### config.mk
export PLATFORM = sky130hd
export DESIGN_NAME = md5_mesg_pad
export DESIGN_NICKNAME = d
export VERILOG_FILES = /design/src/rtl/md5_mesg_pad_pkg.sv /design/src/rtl/md5_mesg_pad.sv
export SDC_FILE = /design/constraint.sdc
export NUM_CORES = 1
export LEC_CHECK = 0
export BUFFER_PORTS_ARGS = -buffer_cell sky130_fd_sc_hd__buf_2
export CORE_MARGIN = 5
export CORE_UTILIZATION = 45
export DETAILED_ROUTE_END_ITERATION = 10
export GPL_TIMING_DRIVEN = 0
export PLACE_DENSITY = 0.84
export SLEW_MARGIN = 20
export SYNTH_ARGS = -nofsm -noshare
export SYNTH_HDL_FRONTEND = slang
export SYNTH_SLANG_ARGS = --single-unit
### constraint.sdc
create_clock -name clk -period 1.99 [get_ports clk]
set_input_delay 0.199 -clock clk [delete_from_list [all_inputs] [get_ports clk]]
set_output_delay 0.199 -clock clk [all_outputs]
set_load 0.1 [all_outputs]
### src/rtl/md5_mesg_pad_pkg.sv
// Shared definitions for the MD5 message padder: FSM encoding, block constants
// and a byte-lane insert helper for the 512-bit block buffer.
package md5_mesg_pad_pkg;

    typedef enum logic [1:0] {
        ST_FILL  = 2'd0,
        ST_PAD   = 2'd1,
        ST_OUT   = 2'd2,
        ST_DRAIN = 2'd3
    } state_e;

    localparam int          MD5_BLOCK_BITS = 512;
    localparam logic [7:0]  MD5_PAD_BYTE   = 8'h80;
    localparam int          MD5_LEN_POS    = 56;

    // Byte i of the block lives at blk[511-8*i -: 8] (first byte in the MSBs).
    function automatic logic [MD5_BLOCK_BITS-1:0] put_byte(
        input logic [MD5_BLOCK_BITS-1:0] blk,
        input logic [5:0]                idx,
        input logic [7:0]                b
    );
        logic [MD5_BLOCK_BITS-1:0] r;
        r = blk;
        for (int i = 0; i < 64; i++) begin
            if (idx == 6'(i)) begin
                r[511-8*i -: 8] = b;
            end
        end
        return r;
    endfunction

endpackage

### src/rtl/md5_mesg_pad.sv
// Byte-stream to single MD5-padded 512-bit block builder. Messages of
// 1..MAX_BYTES bytes produce one block; longer messages are dropped with err_ovf.
module md5_mesg_pad
    import md5_mesg_pad_pkg::*;
#(
    parameter int MAX_BYTES = 55
) (
    input  logic         clk,
    input  logic         reset,
    input  logic         in_valid,
    input  logic [7:0]   in_data,
    input  logic         in_last,
    output logic         in_ready,
    output logic         mesg_valid,
    input  logic         mesg_ready,
    output logic [511:0] mesg,
    output logic         err_ovf
);

    // Handshakes: a byte moves when in_valid & in_ready at a rising clk edge;
    // a block moves when mesg_valid & mesg_ready at a rising clk edge.

    localparam logic [5:0] MAX_CNT = 6'(MAX_BYTES);
    localparam int         LEN_LSB = 8 * (64 - MD5_LEN_POS) - 1;

    state_e                    state_q, state_d;
    logic [5:0]                cnt_q, cnt_d;
    logic                      ovf_q, ovf_d;
    logic [MD5_BLOCK_BITS-1:0] blk_q, blk_d;
    logic [8:0]                len_bits;

    assign len_bits   = {cnt_q, 3'b000};
    assign in_ready   = (state_q == ST_FILL);
    assign mesg_valid = (state_q == ST_OUT);
    assign err_ovf    = (state_q == ST_DRAIN);
    assign mesg       = blk_q;

    always_comb begin
        state_d = state_q;
        cnt_d   = cnt_q;
        ovf_d   = ovf_q;
        blk_d   = blk_q;
        case (state_q)
            ST_FILL: begin
                if (in_valid) begin
                    if (cnt_q < MAX_CNT) begin
                        blk_d = put_byte(blk_q, cnt_q, in_data);
                        cnt_d = cnt_q + 6'd1;
                    end else begin
                        ovf_d = 1'b1;
                    end
                    if (in_last) begin
                        state_d = (ovf_q || cnt_q == MAX_CNT) ? ST_DRAIN : ST_PAD;
                    end
                end
            end
            ST_PAD: begin
                // Bytes after the 0x80 marker were cleared when the block was last released.
                blk_d = put_byte(blk_q, cnt_q, MD5_PAD_BYTE);
                blk_d[LEN_LSB -: 8]     = len_bits[7:0];
                blk_d[LEN_LSB-8 -: 8]   = {7'd0, len_bits[8]};
                blk_d[LEN_LSB-16:0]     = '0;
                state_d = ST_OUT;
            end
            ST_OUT: begin
                if (mesg_ready) begin
                    blk_d   = '0;
                    cnt_d   = 6'd0;
                    state_d = ST_FILL;
                end
            end
            ST_DRAIN: begin
                blk_d   = '0;
                cnt_d   = 6'd0;
                ovf_d   = 1'b0;
                state_d = ST_FILL;
            end
            default: state_d = ST_FILL;
        endcase
    end

    always_ff @(posedge clk) begin
        if (reset) begin
            state_q <= ST_FILL;
            cnt_q   <= 6'd0;
            ovf_q   <= 1'b0;
            blk_q   <= '0;
        end else begin
            state_q <= state_d;
            cnt_q   <= cnt_d;
            ovf_q   <= ovf_d;
            blk_q   <= blk_d;
        end
    end

endmodule
==> results.toml <==
[floorplanning]
die_h_um = 220
start_util_pct = 45.7
rows = 76
dieArea_um2 = 48300
die_x_um = 220
core-area_um2 = 43400
ios = 528

[synthesis]
synthTopCellsByArea = "dfxtp_1 53%, mux2i_1 21%, nand2b_1 13%"
syn_inst = 1805
syn_area_um2 = 19800
synth_enable_flop_cells = 0
synth_seq_area_share_pct = 52.6
synthDistinctLibCells = 50
synth_warnings = 0
synth_nets = 1823
syn_avg_cell_area_um2 = 11.0
ys.flop_type = "dfxtp_1"
async_reset_ff_share_pct = 0
synth_area_leader_cell = "dfxtp_1"
synth_top_area_share_pct = 52.6
synth_seq_cells = 521

[finish]
antenna_cells = 0
final_common_cell = "buf_2"
layout_common_cells = "535 x buf_2, 516 x dfxtp_1, 418 x nand2b_1, 418 x mux2i_1, 67 x clkbuf_1"
drive_gt1_share_pct = 33.8
area_growth_pct = 35.3
nFillCells = 3445
final_nets = 2475

[cts]
cts_max_path_buffers = 3
cts.clk_slew.worst_paths_ns = 0.07
clk_latency_ns = 0.58
cts_tree = "built"
h-tree-depth = 2
clkSinkCount = 521
cts_root_buffer = "clkbuf_16"
cts_made_buffers = 51

[sta]
rsz0062_at_grt = "yes"
post-route-min-period_ns = 1.97
maxSlewHeadroom_pct = 46.0
maxSlewViolCount = 0
report.final.setup_viol = 0
worst_pin_slew_ns = 0.809
final-hold-violation-count = 0
fin_crit_sh_pct = 98.9
skew_ns = 0.0122
setup_ws_ns = 0.0217
max_freq_mhz = 508
holdWs_ns = 0.128

[setup_path]
crit_chain = "buf_4, inv_1, ha_4, and3b_2, a21oi_1, nor2_4, buf_12, mux2i_1"
cp_slowest_stage_delay_ns = 0.36
cp_top_family = "buffers and inverters"
start_kind = "flop"
worstRegToRegCells = 8
path_class = "flop to flop"
rr_endpoint = "mesg[476]"
critPathBufInv = 3
worstPathRequired_ns = 2.49
r2r_slack_ns = 0.02
end_kind = "flop"
path_max_fanout = 8
crit_slowest_cell = "dfxtp_4"
cp.arrival_ns = 2.47
r2r_start = "cnt_q[0]"

[run_status]
outcome = "finished clean"

[grt]
antenna_found_initial = 2
grt_pass1_vias = 16492
gr-usage-all-layers_pct = 26.6
gr-total-overflow = 0
grt_pass1_wl_mm = 100
grt_max_degree = 15

[routing]
drc = 0
first_iter_violations = 902
first_pass_iters = 6
viasPerCell = 5.20
wirelength_mm = 68.2
ant_nets = 0
vias = 16012
post_drt_wl_per_cell_um = 22.1

[placement]
io_buffers = 525
dp_hpwl_mm = 48.7
gp_congestion = 0.898
place_ws_ns = -0.978

[min_path]
hold_end = "mesg[59]"
hold_path_depth = 4
hold_path.class = "primary input to flop"
hold_start = "mesg_ready"

[pwr]
leakagePower_nw = 11.3
pwr_density_cell_nw_per_um2 = 930
finalPower_mw = 25.0
vdd.ir_drop.worst_mv = 0.673

[flow_run]
max_cap_violations = 0
[tightest hold or removal path, stage by stage]
cell	delay, ns
buf_2	0.14
nor2_1	0.13
a21oi_1	0.16
nor2_1	0.04
[worst max path at each step]
stage / from / end / cells past startpoint
after global placement: reset / mesg[455] / 5
final: cnt_q[0] / mesg[476] / 8
after detailed placement: reset / mesg[455] / 5
after global routing: cnt_q[0] / mesg[477] / 8
after floorplan: cnt_q[0] / mesg[367] / 8
after CTS: state_q[1] / mesg[16] / 6
[sequential cells by signal (all words and copies together) (netlist names)]
name	flops
cnt_q	6
mesg	512
ovf_q	1
state_q	2
[routing by layer]
| metal | global-route usage [%] | wire length [µm] | vias up |
|---|---|---|---|
| met5 | 0 | 0 | - |
| met4 | 13.1 | 3500 | 0 |
| met2 | 44.4 | 32300 | 652 |
| met1 | 32.5 | 27400 | 7811 |
| li1 | - | - | 7350 |
| met3 | 6.20 | 4870 | 199 |
[metrics by stage]
stage | setup TNS, ns | util [%] | instances | cell area (µm²)
2_1_floorplan | 0 | - | 1805 | 19800
3_3_place_gp | -306.05 | 53.5 | 2915 | 23200
3_5_place_dp | -356.87 | 53.5 | 2915 | 23200
4_1_cts | -1.85 | 60.8 | 3062 | 26400
5_1_grt | -0.211 | 61.9 | 3081 | 26800
6_report | 0 | 61.9 | 3081 | 26800
[cell families (layout without fill, tap and decap cells)]
group	Yosys count	after routing	share of synthesized area (%)
AOI/OAI and AO/OA	121	121	4.25
adders and majority gates	5	5	0.316
buffers and inverters	134	825	2.83
DFF	521	521	52.6
muxes	422	422	21.3
and+or+nand+nor	602	602	18.7
[Yosys cell counts, types with 5 or more instances]
cell	number
buf_2	14
nor2_2	51
clkbuf_1	106
nor3_1	5
nand2_1	11
a21oi_1	39
and2_1	59
mux2i_1	422
and3_1	5
ha_1	5
a22o_1	28
a31oi_1	24
nor2b_1	8
nand2b_1	418
dfxtp_1	521
nor2_1	23
[where the power goes]
| group | internal (mW) | total, mW | switching, mW |
|---|---|---|---|
| combinational | 0.968 | 3.89 | 2.92 |
| clock | 6.23 | 10.3 | 4.04 |
| sequential | 10.7 | 10.8 | 0.139 |
| total | 17.9 | 25.0 | 7.10 |
[what timing repair did]
action / in CTS / in global routing
hold buffers: 10 / 0
pin swaps: 35 / 25
gates resized for setup: 157 / 46
setup endpoints to repair: 514 / 418
gates cloned: 2 / 2
setup buffers: 46 / 23
endpoints found under the hold margin: 31 / 0
[layout make-up]
type / instances / area, µm² / share of cell area, %
plain buffers: 125 / 652 / 2.43
clock buffers: 77 / 1580 / 5.88
clock inverters: 15 / 233 / 0.868
inverters: 4 / 15.0 / 0.0560
multi-input cells: 1150 / 9280 / 34.6
flip-flops and latches: 521 / 10400 / 38.9
well taps: 585 / 732 / 2.73
repair buffers: 604 / 3890 / 14.5
(Power assumes the default switching activity.)
